## src/rtl/spi_master_ctrl_if.sv

```systemverilog
// Host and SPI-side signal bundle for spi_master_ctrl.
// The master modport is the controller's view and the slave modport is the host/slave side.
interface spi_master_ctrl_if;
    logic       cmd_valid;
    logic [9:0] cmd_din;
    logic       cmd_ready;
    logic       mosi;
    logic       ss_n;
    logic       miso;
    logic [7:0] rd_data;
    logic       rd_valid;
    logic       busy;

    modport master (
        input  cmd_valid, cmd_din, miso,
        output cmd_ready, mosi, ss_n, rd_data, rd_valid, busy
    );

    modport slave (
        output cmd_valid, cmd_din, miso,
        input  cmd_ready, mosi, ss_n, rd_data, rd_valid, busy
    );
endinterface

```

## src/rtl/spi_master_ctrl.sv

```systemverilog
// SPI frame controller: serialises a 10-bit command word MSB first and, for
// read-data words, waits a turnaround and then collects one byte from miso.
module spi_master_ctrl #(
    parameter int unsigned RD_LATENCY = 2,
    parameter int unsigned GAP_CYCLES = 2
) (
    input logic                clk,
    input logic                rst,
    spi_master_ctrl_if.master  bus
);

    typedef enum logic [2:0] {IDLE, START, SHIFT, TURN, RECV, GAP} state_t;

    localparam logic [3:0] TURN_LAST = 4'(RD_LATENCY - 1);
    localparam logic [3:0] GAP_LAST  = 4'(GAP_CYCLES - 1);

    state_t     state;
    logic [3:0] cnt;
    logic [9:0] din;
    logic [6:0] shreg;

    always_ff @(posedge clk) begin
        bus.rd_valid <= 1'b0;
        if (rst) begin
            state         <= IDLE;
            cnt           <= '0;
            din           <= '0;
            shreg         <= '0;
            bus.ss_n      <= 1'b1;
            bus.mosi      <= 1'b1;
            bus.rd_data   <= '0;
            bus.busy      <= 1'b0;
            bus.cmd_ready <= 1'b1;
        end else begin
            case (state)
                IDLE: begin
                    if (bus.cmd_valid) begin
                        din           <= bus.cmd_din;
                        state         <= START;
                        cnt           <= '0;
                        bus.ss_n      <= 1'b0;
                        bus.mosi      <= bus.cmd_din[9];
                        bus.busy      <= 1'b1;
                        bus.cmd_ready <= 1'b0;
                    end
                end
                START: begin
                    state    <= SHIFT;
                    cnt      <= '0;
                    bus.mosi <= din[9];
                end
                SHIFT: begin
                    // cnt is the index of the cycle now on the wire; the next cycle carries din[9-cnt]
                    if (cnt == 4'd10) begin
                        cnt      <= '0;
                        bus.mosi <= 1'b1;
                        if (din[9:8] == 2'b11) begin
                            state <= TURN;
                        end else begin
                            state    <= GAP;
                            bus.ss_n <= 1'b1;
                        end
                    end else begin
                        cnt      <= cnt + 4'd1;
                        bus.mosi <= din[4'd9 - cnt];
                    end
                end
                TURN: begin
                    if (cnt == TURN_LAST) begin
                        state <= RECV;
                        cnt   <= '0;
                    end else begin
                        cnt <= cnt + 4'd1;
                    end
                end
                RECV: begin
                    shreg <= {shreg[5:0], bus.miso};
                    if (cnt == 4'd7) begin
                        bus.rd_data  <= {shreg, bus.miso};
                        bus.rd_valid <= 1'b1;
                        bus.ss_n     <= 1'b1;
                        state        <= GAP;
                        cnt          <= '0;
                    end else begin
                        cnt <= cnt + 4'd1;
                    end
                end
                GAP: begin
                    if (cnt == GAP_LAST) begin
                        state         <= IDLE;
                        cnt           <= '0;
                        bus.busy      <= 1'b0;
                        bus.cmd_ready <= 1'b1;
                    end else begin
                        cnt <= cnt + 4'd1;
                    end
                end
                default: begin
                    state         <= IDLE;
                    cnt           <= '0;
                    bus.ss_n      <= 1'b1;
                    bus.mosi      <= 1'b1;
                    bus.busy      <= 1'b0;
                    bus.cmd_ready <= 1'b1;
                end
            endcase
        end
    end

endmodule

```

## src/flat_wrapper.sv

```systemverilog
// flat-port wrapper written by rule: the top's interface ports become plain ports
module spi_master_ctrl_flat 
#(
    parameter int unsigned RD_LATENCY = 2,
    parameter int unsigned GAP_CYCLES = 2
)
  (clk, rst, bus_cmd_valid, bus_cmd_din, bus_miso, bus_cmd_ready, bus_mosi, bus_ss_n, bus_rd_data, bus_rd_valid, bus_busy);
  spi_master_ctrl_if bus_i ();
  input logic clk;
  input logic rst;
  input wire logic [$bits(bus_i.cmd_valid)-1:0] bus_cmd_valid;
  input wire logic [$bits(bus_i.cmd_din)-1:0] bus_cmd_din;
  input wire logic [$bits(bus_i.miso)-1:0] bus_miso;
  output wire logic [$bits(bus_i.cmd_ready)-1:0] bus_cmd_ready;
  output wire logic [$bits(bus_i.mosi)-1:0] bus_mosi;
  output wire logic [$bits(bus_i.ss_n)-1:0] bus_ss_n;
  output wire logic [$bits(bus_i.rd_data)-1:0] bus_rd_data;
  output wire logic [$bits(bus_i.rd_valid)-1:0] bus_rd_valid;
  output wire logic [$bits(bus_i.busy)-1:0] bus_busy;
  assign bus_i.cmd_valid = bus_cmd_valid;
  assign bus_i.cmd_din = bus_cmd_din;
  assign bus_i.miso = bus_miso;
  assign bus_cmd_ready = bus_i.cmd_ready;
  assign bus_mosi = bus_i.mosi;
  assign bus_ss_n = bus_i.ss_n;
  assign bus_rd_data = bus_i.rd_data;
  assign bus_rd_valid = bus_i.rd_valid;
  assign bus_busy = bus_i.busy;
  spi_master_ctrl #(.RD_LATENCY(RD_LATENCY), .GAP_CYCLES(GAP_CYCLES)) u_core (.clk(clk), .rst(rst), .bus(bus_i));
endmodule
```

## config.mk

```make
export PLATFORM = sky130hd
export DESIGN_NAME = spi_master_ctrl_flat
export DESIGN_NICKNAME = d
export VERILOG_FILES = /design/src/rtl/spi_master_ctrl_if.sv /design/src/rtl/spi_master_ctrl.sv /design/src/flat_wrapper.sv
export SDC_FILE = /design/constraint.sdc
export NUM_CORES = 1
export LEC_CHECK = 0
export ABC_CLOCK_PERIOD_IN_PS = 2400
export CAP_MARGIN = 20
export CORE_MARGIN = 2
export CORE_UTILIZATION = 45
export DETAILED_ROUTE_END_ITERATION = 12
export DONT_BUFFER_PORTS = 1
export PLACE_DENSITY = 0.69
export SYNTH_ARGS = -nofsm -noshare
export SYNTH_HDL_FRONTEND = slang
export SYNTH_SLANG_ARGS = --single-unit
export TNS_END_PERCENT = 20
```

## constraint.sdc

```tcl
create_clock -name clk -period 2.4 [get_ports clk]
set_input_delay 0.48 -clock clk [delete_from_list [all_inputs] [get_ports clk]]
set_output_delay 0.48 -clock clk [all_outputs]
set_load 0.02 [all_outputs]
```

## Word level (Yosys, flattened, before mapping)

Index checks and enable logic that the tools add are counted.

- Flip-flop bits (word level): 37
- Input port bits: 14
- Output and inout port bits: 13
- Word-level logic and storage cells: 72

- $add $sub $neg: 2
- Order comparisons: 1
- Equality and inequality tests: 15
- Mux-type cells: 28
- Bitwise operators: 4
- Reductions and logical operators: 12

Operators with widths:

| cell | count |
|---|---|
| $mux 3 | 6 |
| $pmux 3 s6 | 1 |
| $mux 4 | 4 |
| $pmux 4 s4 | 1 |
| $mux 1 | 11 |
| $reduce_and 5->1 | 2 |
| $ne 2x1->1 const B | 4 |
| $pmux 1 s4 | 2 |
| $eq 3x2->1 const B | 2 |
| $eq 3x3->1 const B | 2 |
| $pmux 1 s3 | 2 |
| $reduce_and 2->1 | 3 |
| $reduce_or 3->1 | 2 |
| $lt 4x5->1 const B | 1 |
| $add 4x1->4 const B | 1 |
| $bmux 1 s4 | 1 |
| $eq 4x1->1 const B | 1 |
| $eq 4x3->1 const B | 1 |
| $eq 4x4->1 const B | 1 |
| $ne 2x2->1 const B | 2 |
| $not 1->1 | 4 |
| $reduce_or 2->1 | 2 |
| $reduce_or 4->1 | 1 |
| $sub 4x4->4 const A | 1 |
| other kinds (4) | 4 |

## Logic depth before layout (Yosys ltp)

Gate-level depths: netlist (run 1).

- Depth in word-level cells: 5
- Mapped depth: 7
- Gate-level depth less buffers: 6

## Least setup slack after synthesis (run 1)

Ideal clock, no wire load.

- Kind: reg-to-reg
- From: reg u_core.cnt[1]
- To: reg u_core.cnt[2]
- Library setup time: 0.116 ns
- Arrival time: 1.713 ns
- Data required time: 2.284 ns
- Setup slack: 0.571 ns
- Stages on the path, launching flop included: 8
- Buffers on the path: 1
- Period minus slack after synthesis: 1.829 ns
- Cell sequence: dfxtp_1 > clkbuf_1 > inv_1 > ha_1 > or3b_1 > a32oi_1 > nand2_1 > and4_1

- Word-level cells in the longest chain between the ends: 3
- Elaborated cells on any way between the ends: 8
- Those cells by class: add/sub: 1; eq/ne: 3; mux: 4

RTL lines:

| item | RTL line | text |
|---|---|---|
| start: declaration | spi_master_ctrl.sv:18 | `logic [3:0] cnt;` |
| start signal: assignment | spi_master_ctrl.sv:64 | `cnt <= cnt + 4'd1;` |
| start signal: assignment | spi_master_ctrl.sv:73 | `cnt <= cnt + 4'd1;` |
| start signal: assignment | spi_master_ctrl.sv:85 | `cnt <= cnt + 4'd1;` |
| $add 4x1->4, or another cell as far along | n/a |  |
| $mux 4, on equally long branches | n/a |  |
| $pmux 4 s4 (*) | spi_master_ctrl.sv:35 | `case (state)` |

Mark *: on every way between the ends. The rest lies on a longest branch, timed or not.
A chain may end at the register's enable or synchronous reset.

## Final worst setup path (run 1)

Same ends and word-level chain as after synthesis.

==> metrics.txt, run 1 <==
RSZ-0062 raised after global routing=no; Worst-Margin Slew=0.468 ns; global route total overflow=0; cell count along the critical path=6; clock transition at the registers of the reported paths=0.07 ns; sw frac=29.8%; Warnings, synthesis=0; post-synthesis register bit count=37; die area=0.00438 mm^2; crit path buf inv count=1; first-pass GRT wire length=5880 um; CTS tree=built; min cycle time layout=1.99 ns; maxcap violations=0; Gate power share=22.0%; clock share of power=33.1%; Die H=66.1 um; count of hold-fix buffers inserted at cts=0; FMAX=502 MHz; slew margin rel.=68.8%; post-route ant nets=0; worst path cell trace=inv_1 > ha_1 > or3b_1 > a32oi_1 > nand2_1 > and4_1; Crit Path Category=flip-flop to flip-flop; VDD IR max=592 uV; DRT Wirelength=3480 um; Total Nets Final=225; r2r startpoint=u_core.cnt[1]; synth-to-layout area growth=8.50%; Pwr per Cell Area=874 mW/mm^2; Core ar.=0.00369 mm^2; hold path start=rst; R2R Path End=u_core.cnt[2]; Distinct cells, synth=43; worst hold path type=primary input to flip-flop; Clk Latency, worst-skew pair=0.28 ns; count of final setup violators=0; Internal=0.00116 W; cts repair resizes=0; average wire per standard cell=13.6 um; TritonRoute pass-1 iters=4; crit path max fanout=11; Final Cycle Share=83.0%; Flop pwr share=44.9%; clk buf depth=2; die width=66.1 um; number of cells after detailed placement=247; final core utilization=51.1%; Placed Area=0.00177 mm^2; Worst Path Arrival=2.17 ns; vias in the first global route=1310; delay of the slowest critical-path stage=0.45 ns; r2r worst-path depth=6; CP startpoint kind=flip-flop; post-CTS setup buffer count=0; switching power=0.000492 W; Post-route DRC=0; Final Hold Viols=0; number of synthesized flops with an enable pin=0; most frequent cells in the layout=nand2_1 (42), dfxtp_1 (37), a21oi_1 (24); largest net degree at the start of global routing=38; setup TNS=0 ns; synth top area cells=dfxtp_1 (43%), nand2_1 (9.1%), a21oi_1 (6.9%); io pins=27; Initial DRC Count=57; Ant. Diodes=0; floorplan row count=22; Worst Clk Skew=0.00415 ns; Seq/Total Area, Yosys=42.6%; run status=finished clean; Slowest cell on crit path=a32oi_1; htree depth=2; average cell area after synthesis=8.32 um^2; Fill cells=368; reg2reg setup slack=0.41 ns; detail-routed via count per cell=5.54; leakage=0.652 nW; post-route non-filler standard cell count=255; Top Family by Delay on Critical Path=simple AND/OR/NAND/NOR gates; pins over their slew limit=0; IO buf count=0; TritonCTS Sinks=37; Hold Path Sink=u_core.shreg[6]; post-DP HPWL=2420 um; gr usage total=17.6%; ys flop type=dfxtp_1; Mapped Cells=209; gpl congestion=0.826; Mapped Area=0.00174 mm^2; initial core utilization=47.1%; syn_nets=228; CTS Buf Count=5; number of vias after detailed routing=1413; share of the synthesized area in the top cell type=42.6%; Root Buffer=clkbuf_8; critical path data required time=2.58 ns; area leader, netlist=dfxtp_1; most common cell after layout, fill and taps aside=nand2_1; async set or reset register ratio after synthesis=0%; post-route cell area=0.00189 mm^2; Min-Delay Path Depth=1; layout cells sized above 1=8.21%; crit end category=flip-flop; initial antenna violation count=0
==> cells by family (layout without fill, tap and decap cells) <==
logic type | count (synthesis) | in the layout | synth area share, %
flip-flops | 37 | 37 | 42.6
AO/OA/AOI/OAI | 47 | 47 | 16.8
XOR/XNOR | 3 | 3 | 1.51
buffers and inverters | 21 | 19 | 5.11
adder cells (fa/ha/maj) | 5 | 5 | 3.60
AND/OR/NAND/NOR | 84 | 84 | 23.2
multiplexers | 12 | 12 | 7.20
==> power by group through the flow <==
stage / Combinational, W / Clock (W) / Sequential, W
floorplan: 0.000313 / 0 / 0.000732
global placement: 0.000353 / 0 / 0.000754
detailed placement: 0.000361 / 0 / 0.000753
CTS: 0.000363 / 0.000559 / 0.000740
global route: 0.000410 / 0.000585 / 0.000747
finish: 0.000363 / 0.000546 / 0.000740
==> worst reg2reg max path: cells and delay by family (launching register included) <==
family / cells / cell delay, ns
buffers and inverters: 1 / 0.17
AOI/OAI and AO/OA: 1 / 0.45
and+or+nand+nor: 3 / 0.65
adders and majority gates: 1 / 0.20
DFF: 1 / 0.43
==> per-stage QoR <==
| stage | hold slack (ns) | power, W | worst slack, ns |
|---|---|---|---|
| final | 0.256 | 0.00165 | 0.407 |
| after global routing | 0.233 | 0.00174 | 0.261 |
| after CTS | 0.247 | 0.00166 | 0.428 |
| after detailed placement | 0.444 | 0.00111 | 0.465 |
| after global placement | 0.441 | 0.00111 | 0.521 |
| after floorplan | 0.436 | 0.00105 | 0.571 |
==> metal layers <==
metal | vias up | part of all wire, % | GRT usage, % | wire length, um
met3 | 6 | 5.4 | 6.47 | 188
met4 | 0 | 2.1 | 9.44 | 74
met2 | 32 | 45 | 26.0 | 1560
met1 | 657 | 48 | 22.0 | 1650
li1 | 718 | - | - | -
met5 | - | 0 | 0 | 0
==> flip-flops by register name, summed over array words and instances, names as in the netlist <==
name / cells
u_core.cnt: 4
u_core.bus.rd_valid: 1
u_core.bus.busy: 1
u_core.bus.rd_data: 8
u_core.state: 3
u_core.bus.mosi: 1
u_core.bus.cmd_ready: 1
u_core.bus.ss_n: 1
u_core.shreg: 7
u_core.din: 10
==> worst max path at each step <==
| stage | to | slack, ns | start |
|---|---|---|---|
| after floorplan | u_core.cnt[2] | 0.57 | u_core.cnt[1] |
| after global placement | u_core.cnt[2] | 0.52 | u_core.cnt[1] |
| after detailed placement | u_core.cnt[2] | 0.46 | u_core.cnt[1] |
| after CTS | u_core.cnt[2] | 0.43 | u_core.cnt[1] |
| after global routing | u_core.state[2] | 0.26 | u_core.cnt[1] |
| final | u_core.cnt[2] | 0.41 | u_core.cnt[1] |
==> area by class of cell <==
| type | count | area [um^2] | area share (%) |
|---|---|---|---|
| Sequential cell | 37 | 741 | 39.3 |
| Tap cell | 48 | 60.1 | 3.19 |
| Clock inverter | 1 | 30.0 | 1.59 |
| Clock buffer | 7 | 86.3 | 4.58 |
| Timing Repair Buffer | 5 | 37.5 | 1.99 |
| Inverter | 6 | 22.5 | 1.19 |
| Multi-Input combinational cell | 151 | 908 | 48.2 |
==> cell usage after synthesis, drive strengths merged, types with 2 or more instances <==
master,n
o31ai,2
nand3b,2
mux2i,11
ha,5
xor2,2
o21ai,3
nand3,4
buf,4
a211oi,2
nor2,17
nor3b,3
nor3,6
nand2,42
a31oi,3
o22ai,2
or3b,3
a221oi,2
clkbuf,11
inv,6
a21oi,24
dfxtp,37
a311oi,2
Power figures use the tool's default switching activity.
==> inputs of run 2 (changes only) <==
--- a/config.mk
+++ b/config.mk
@@ -5,7 +5,7 @@
 export SDC_FILE = /design/constraint.sdc
 export NUM_CORES = 1
 export LEC_CHECK = 0
-export ABC_CLOCK_PERIOD_IN_PS = 2400
+export ABC_CLOCK_PERIOD_IN_PS = 2000
 export CAP_MARGIN = 20
 export CORE_MARGIN = 2
 export CORE_UTILIZATION = 45
==> constraint.sdc (replaced) <==
create_clock -name clk -period 2 [get_ports clk]
set_input_delay 0.4 -clock clk [delete_from_list [all_inputs] [get_ports clk]]
set_output_delay 0.4 -clock clk [all_outputs]
set_load 0.02 [all_outputs]
==> run 2 against run 1 <==
Effect of this change:
- wire length fell by 2.5%
- via count is 3.3% lower
- utilization grew 0.92 points
- non-clock buffer count rose by 4
- cell area increased by 1.8%
- clock-buffer cell count decreased by 1
- sequential share of layout area shrank 0.69 points
==> metrics.txt, run 2 (synthesis results as in run 1) <==
synth-to-layout area growth=10.4% (was 8.50%); TritonCTS Sinks=37 (unchanged); Flop pwr share=44.1% (was 44.9%); Crit Path Category=flip-flop to flip-flop (unchanged); clock transition at the registers of the reported paths=0.07 ns (about the same); Worst-Margin Slew=0.485 ns (was 0.468 ns); crit end category=flip-flop (unchanged); final hold slack=0.173 ns (was 0.256 ns); post-DP HPWL=2360 um (was 2420 um); Initial DRC Count=48 (was 57); most frequent cells in the layout=nand2_1 (42), dfxtp_1 (37), a21oi_1 (24) (unchanged); setup TNS=0 ns (unchanged); reg2reg setup slack=0.19 ns (was 0.41 ns); Die H=66.1 um (unchanged); r2r worst-path depth=6 (unchanged); CTS tree=built (unchanged); average wire per standard cell=13.1 um (was 13.6 um); final core utilization=52.0% (was 51.1%); Top Family by Delay on Critical Path=simple AND/OR/NAND/NOR gates (unchanged); Clk Latency, worst-skew pair=0.29 ns (was 0.28 ns); first-pass GRT wire length=5750 um (was 5880 um); crit path buf inv count=1 (unchanged); Power Total=0.00201 W (was 0.00165 W); switching power=0.000604 W (was 0.000492 W); Total Nets Final=229 (was 225); VDD IR max=628 uV (was 592 uV); maxcap violations=0 (unchanged); most common cell after layout, fill and taps aside=nand2_1 (unchanged); sw frac=30.1% (was 29.8%); clk buf depth=2 (unchanged); cts repair resizes=0 (unchanged); pins over their slew limit=0 (unchanged); crit path max fanout=5 (was 11); vias in the first global route=1272 (was 1310); FMAX=553 MHz (was 502 MHz); min cycle time layout=1.81 ns (was 1.99 ns); floorplan row count=22 (unchanged); number of vias after detailed routing=1366 (was 1413); TritonRoute pass-1 iters=4 (unchanged); R2R Path End=u_core.cnt[2] (unchanged); post-route ant nets=0 (unchanged); die area=0.00438 mm^2 (unchanged); layout cells sized above 1=10.4% (was 8.21%); CP startpoint kind=flip-flop (unchanged); Worst Path Arrival=1.99 ns (was 2.17 ns); critical path data required time=2.18 ns (was 2.58 ns); global route total overflow=0 (unchanged); Ant. Diodes=0 (unchanged); clock share of power=33.1% (about the same); r2r startpoint=u_core.cnt[1] (unchanged); io pins=27 (unchanged); Min-Delay Path Depth=1 (unchanged); largest net degree at the start of global routing=38 (unchanged); Pwr per Cell Area=1050 mW/mm^2 (was 874 mW/mm^2); detail-routed via count per cell=5.27 (was 5.54); gr usage total=17.1% (was 17.6%); Largest regs=u_core.din: 10 flops, u_core.bus.rd_data: 8 flops, u_core.shreg: 7 flops (unchanged); Slowest cell on crit path=a32oi_1 (unchanged); max reg flops=10 (unchanged); gpl congestion=0.864 (was 0.826); Worst setup startpoint=u_core.cnt[1] (unchanged); Final Hold Viols=0 (unchanged); worst path cell trace=inv_1 > ha_1 > or3b_1 > a32oi_1 > nand2_1 > and4_1 (unchanged); post-route non-filler standard cell count=259 (was 255); Internal=0.00140 W (was 0.00116 W); initial antenna violation count=0 (unchanged); hold path start=rst (unchanged); Hold Path Sink=u_core.shreg[6] (unchanged); Final Cycle Share=90.4% (was 83.0%); IO buf count=0 (unchanged); post-CTS setup buffer count=0 (unchanged); Gate power share=22.8% (was 22.0%); slew margin rel.=67.6% (was 68.8%); worst hold path type=primary input to flip-flop (unchanged); Core ar.=0.00369 mm^2 (unchanged); Reg with most FFs=u_core.din (unchanged); run status=finished clean (unchanged); delay of the slowest critical-path stage=0.46 ns (was 0.45 ns); Fill cells=382 (was 368); number of cells after detailed placement=251 (was 247); Root Buffer=clkbuf_8 (unchanged); initial core utilization=47.1% (unchanged); Worst Clk Skew=0.00245 ns (was 0.00415 ns); leakage=0.672 nW (was 0.652 nW); count of final setup violators=0 (unchanged); die width=66.1 um (unchanged); RSZ-0062 raised after global routing=no (unchanged); DRT Wirelength=3390 um (was 3480 um); Post-route DRC=0 (unchanged); count of hold-fix buffers inserted at cts=0 (unchanged); htree depth=2 (unchanged); CTS Buf Count=5 (unchanged)
==> run 2: cell count changes in the layout (fill, tap and decap cells not counted) <==
cell	change
clkinvlp_4	+1
clkbuf_1	-1
buf_4	+4
==> run 2: how the worst max path moves through the flow <==
| stage | end | slack, ns | cells after the start |
|---|---|---|---|
| finish | u_core.cnt[2] | 0.19 | 6 |
| global route | u_core.cnt[2] | 0.1 | 6 |
| CTS | u_core.cnt[2] | 0.19 | 6 |
| detailed placement | u_core.cnt[2] | 0.23 | 6 |
| global placement | u_core.cnt[2] | 0.31 | 6 |
| floorplan | u_core.cnt[2] | 0.17 | 7 |
==> run 2: final cells by class <==
class | instances | area, um^2 | share of cell area, %
Inverter | 6 | 22.5 | 1.17
Clock inverter | 2 | 37.5 | 1.96
Sequential cell | 37 | 741 | 38.6
Multi-Input combinational cell | 151 | 908 | 47.3
Timing Repair Buffer | 9 | 67.6 | 3.52
Clock buffer | 6 | 82.6 | 4.30
Tap cell | 48 | 60.1 | 3.13
==> run 2: power groups by stage <==
stage | sequential (W) | clock, W | combinational (W)
6_report | 0.000885 | 0.000664 | 0.000458
5_1_grt | 0.000894 | 0.000712 | 0.000523
3_3_place_gp | 0.000902 | 0 | 0.000450
4_1_cts | 0.000884 | 0.000681 | 0.000456
2_1_floorplan | 0.000879 | 0 | 0.000376
3_5_place_dp | 0.000901 | 0 | 0.000457
==> run 2: metrics by stage <==
step / setup WS [ns] / instance area [um^2]
global route: 0.0969 / 1920
floorplan: 0.171 / 1740
finish: 0.193 / 1920
CTS: 0.195 / 1920
global placement: 0.310 / 1800
detailed placement: 0.230 / 1800
==> run 2: worst register-to-register path: cells and delay by family (launching register included) <==
kind	cells	cell delay [ns]
AND/OR/NAND/NOR	3	0.66
flip-flops	1	0.31
adder cells (fa/ha/maj)	1	0.18
buffers and inverters	1	0.09
AO/OA/AOI/OAI	1	0.46
==> run 2: metal layers <==
layer  track usage (%)  vias up  wire length [um]
met5                 0        -                 0
met2              24.6       22              1460
li1                  -      726                 -
met3              3.75        5               140
met4              7.65        0                61
met1              24.2      613              1730
==> inputs of run 3 (changes only) <==
--- a/config.mk
+++ b/config.mk
@@ -5,13 +5,14 @@
 export SDC_FILE = /design/constraint.sdc
 export NUM_CORES = 1
 export LEC_CHECK = 0
-export ABC_CLOCK_PERIOD_IN_PS = 2000
+export ABC_AREA = 1
+export ABC_CLOCK_PERIOD_IN_PS = 1400
 export CAP_MARGIN = 20
 export CORE_MARGIN = 2
 export CORE_UTILIZATION = 45
 export DETAILED_ROUTE_END_ITERATION = 12
 export DONT_BUFFER_PORTS = 1
-export PLACE_DENSITY = 0.69
+export PLACE_DENSITY = 0.71
 export SYNTH_ARGS = -nofsm -noshare
 export SYNTH_HDL_FRONTEND = slang
 export SYNTH_SLANG_ARGS = --single-unit
==> constraint.sdc (replaced) <==
create_clock -name clk -period 1.4 [get_ports clk]
set_input_delay 0.28 -clock clk [delete_from_list [all_inputs] [get_ports clk]]
set_output_delay 0.28 -clock clk [all_outputs]
set_load 0.02 [all_outputs]
==> run 3 against run 2 <==
Effect of this change:
- the flow now finishes with violations (setup timing)
- cell area rose by 17%
- area after synthesis rose by 1.4%
- wire length rose by 22%
- maximum frequency rose by 24%
- first-iteration DRC count rose by 90%
- largest power group is now combinational cells
==> metrics.txt, run 3 <==
run status=finished, violations left (was finished clean); failing checks=setup timing; CP startpoint kind=flip-flop (unchanged); die area=0.00443 mm^2 (was 0.00438 mm^2); gr usage total=19.8% (was 17.1%); switching power=0.00201 W (was 0.000604 W); maxcap violations=0 (unchanged); critical path data required time=1.58 ns (was 2.18 ns); Slowest cell on crit path=dfxtp_4 (was a32oi_1); final hold slack=0.0396 ns (was 0.173 ns); largest net degree at the start of global routing=21 (was 38); crit end category=flip-flop (unchanged); async set or reset register ratio after synthesis=0% (unchanged); gpl congestion=0.917 (was 0.864); syn_nets=256 (was 228); Worst-Margin Slew=0.337 ns (was 0.485 ns); Flop pwr share=33.3% (was 44.1%); multiplexer area fraction after synthesis=0% (was 7.20%); Total Nets Final=284 (was 229); Seq/Total Area, Yosys=42.0% (was 42.6%); worst hold path type=primary input to flip-flop (unchanged); pins over their slew limit=0 (unchanged); number of synthesized flops with an enable pin=0 (unchanged); leakage=0.974 nW (was 0.672 nW); layout cells sized above 1=30.5% (was 10.4%); crit path max fanout=5 (unchanged); floorplan row count=22 (unchanged); global route total overflow=0 (unchanged); number of vias after detailed routing=1623 (was 1366); Placed Area=0.00198 mm^2 (was 0.00180 mm^2); average wire per standard cell=13.2 um (was 13.1 um); Pwr per Cell Area=2080 mW/mm^2 (was 1050 mW/mm^2); slew margin rel.=77.3% (was 67.6%); initial antenna violation count=0 (unchanged); TritonCTS Sinks=37 (unchanged); VDD IR max=1660 uV (was 628 uV); min cycle time layout=1.46 ns (was 1.81 ns); Setup Slack @ Placement=-0.0726 ns (was 0.230 ns); Largest regs=u_core.din: 10 flops, u_core.bus.rd_data: 8 flops, u_core.shreg: 7 flops (unchanged); number of cells after detailed placement=299 (was 251); Min-Delay Path Depth=1 (unchanged); post-route non-filler standard cell count=314 (was 259); area leader, netlist=dfxtp_1 (unchanged); RSZ-0062 raised after global routing=yes (was no); Final Cycle Share=104% (was 90.4%); post-synthesis register bit count=37 (unchanged); vias in the first global route=1540 (was 1272); initial core utilization=47.4% (was 47.1%); Die H=66.6 um (was 66.1 um); largest family of logic cells by synthesized area=simple AND/OR/NAND/NOR gates (unchanged); Reg with most FFs=u_core.din (unchanged); Warnings, synthesis=0 (unchanged); sw frac=43.0% (was 30.1%); io pins=27 (unchanged); count of final setup violators=7 (was 0); clk buf depth=2 (unchanged); post-DP HPWL=2870 um (was 2360 um); share of the synthesized area in the top cell type=42.0% (was 42.6%); DRT Wirelength=4140 um (was 3390 um); FMAX=684 MHz (was 553 MHz); CTS tree=built (unchanged); Post-route DRC=0 (unchanged); Root Buffer=clkbuf_8 (unchanged); htree depth=2 (unchanged); complex-gate fraction of the synthesized area=19.7% (was 16.8%); die width=66.6 um (was 66.1 um); xor and xnor area share after synthesis=0.497% (was 1.51%); Simple-Gate Fraction of Synth Area=25.1% (was 23.2%); Core ar.=0.00372 mm^2 (was 0.00369 mm^2); Clk Latency, worst-skew pair=0.29 ns (about the same); setup TNS=-0.223 ns (was 0 ns); synth top area cells=dfxtp_1 (42%), a21oi_1 (7.9%), nand2_1 (7.5%) (was dfxtp_1 (43%), nand2_1 (9.1%), a21oi_1 (6.9%)); count leader, synth=dfxtp_1 (was nand2_1); Ant. Diodes=0 (unchanged); clock transition at the registers of the reported paths=0.08 ns (was 0.07 ns); CTS Buf Count=5 (unchanged); Gate power share=50.6% (was 22.8%); Initial DRC Count=91 (was 48); ys flop type=dfxtp_1 (unchanged); Distinct cells, synth=27 (was 43); synth-to-layout area growth=27.1% (was 10.4%); Crit Path Category=flip-flop to flip-flop (unchanged); IO buf count=0 (unchanged); first-pass GRT wire length=6720 um (was 5750 um); clock share of power=16.1% (was 33.1%); delay of the slowest critical-path stage=0.42 ns (was 0.46 ns); Worst Path Arrival=1.64 ns (was 1.99 ns); worst setup margin=-0.0611 ns (was 0.193 ns); detail-routed via count per cell=5.17 (was 5.27); Fill cells=336 (was 382); TritonRoute pass-1 iters=4 (unchanged); worst path cell trace=ha_4 > nand2_4 > nor2_4 > nor2_4 > nor2_4 > nand4_4 > a21oi_2 > o21ai_1 (was inv_1 > ha_1 > or3b_1 > a32oi_1 > nand2_1 > and4_1); Worst Clk Skew=0.00622 ns (was 0.00245 ns); most common cell after layout, fill and taps aside=nand2_1 (unchanged); Post-synth top cells=dfxtp_1 (37), nand2_1 (35), a21oi_1 (28) (was nand2_1 (42), dfxtp_1 (37), a21oi_1 (24)); count of hold-fix buffers inserted at cts=0 (unchanged); average cell area after synthesis=7.44 um^2 (was 8.32 um^2); Internal=0.00266 W (was 0.00140 W); Mapped Area=0.00176 mm^2 (was 0.00174 mm^2); CP most frequent cell=nor2_4; adder-cell share of the synthesized area=3.55% (was 3.60%); post-route cell area=0.00224 mm^2 (was 0.00192 mm^2); most frequent cells in the layout=nand2_1 (32), dfxtp_1 (31), a21oi_1 (26), buf_4 (26), inv_1 (24) (was nand2_1 (42), dfxtp_1 (37), a21oi_1 (24)); max reg flops=10 (unchanged); r2r worst-path depth=8 (was 6); Final Hold Viols=0 (unchanged); Mapped Cells=237 (was 209); post-route ant nets=0 (unchanged)
run 3: cell types whose count changed after synthesis, sizes merged, moves of 3 or more:
| cell | change |
|---|---|
| nor3 | -5 |
| o21ai | +31 |
| mux2i | -11 |
| or3b | -3 |
| nand3 | +13 |
| nor2 | +13 |
| a21oi | +4 |
| inv | +27 |
| a31oi | -3 |
| clkbuf | -8 |
| nor3b | -3 |
run 3: logic make-up after synthesis:
| family | Yosys count |
|---|---|
| flip-flops | 37 |
| adder cells (fa/ha/maj) | 5 |
| buffers and inverters | 39 |
| AO/OA/AOI/OAI | 65 |
| AND/OR/NAND/NOR | 90 |
| XOR/XNOR | 1 |
run 3: worst max-delay path, delay by kind of cell (launching register included):
family / cells / cell delay (ns)
and+or+nand+nor: 5 / 0.56
adders and majority gates: 1 / 0.17
AOI/OAI and AO/OA: 2 / 0.20
DFF: 1 / 0.42
run 3: cell type report:
cell class                 count  area (um^2)  share of cell area (%)
multi-input combinational    161          991                    44.2
sequential                    37          753                    33.6
timing repair buffer          27          215                    9.60
inverter                      33          134                    5.97
clock buffer                   6         72.6                    3.24
tap                           48         60.1                    2.68
clock inverter                 2         15.0                   0.670
run 3: timing repair:
| item | 4_1_cts | 5_1_grt |
|---|---|---|
| pin swaps | 4 | 5 |
| hold endpoints to repair | 0 | 0 |
| setup buffers | 2 | 5 |
| endpoints found under the setup margin | 10 | 24 |
| resized for setup | 11 | 23 |
run 3: stage by stage:
step / power [W] / utilization (%)
floorplan: 0.00302 / -
global placement: 0.00356 / 53.2
detailed placement: 0.00359 / 53.2
CTS: 0.00440 / 56.7
global route: 0.00506 / 60.3
finish: 0.00467 / 60.3
run 3: final timing paths:
check	from	end	slack [ns]
worst max-delay path	u_core.cnt[0]	u_core.bus.ss_n	-0.06
worst min-delay path	rst	u_core.cnt[3]	0.04
worst max register to register	u_core.cnt[0]	u_core.bus.ss_n	-0.06
worst min register to register	u_core.din[7]	u_core.din[7]	0.46
run 3: metal layers:
| metal | share of wire [%] | vias to the layer above | track usage [%] |
|---|---|---|---|
| li1 | - | 833 | - |
| met1 | 44 | 734 | 24.7 |
| met2 | 48 | 47 | 32.4 |
| met3 | 6.3 | 9 | 4.22 |
| met4 | 2.2 | 0 | 9.18 |
| met5 | 0 | - | 0 |
run 3: power groups by stage:
| stage | logic (W) | clock network [W] | registers [W] |
|---|---|---|---|
| detailed placement | 0.00204 | 0 | 0.00155 |
| global placement | 0.00201 | 0 | 0.00154 |
| global route | 0.00266 | 0.000812 | 0.00159 |
| CTS | 0.00210 | 0.000770 | 0.00153 |
| floorplan | 0.00150 | 0 | 0.00152 |
| finish | 0.00236 | 0.000750 | 0.00156 |
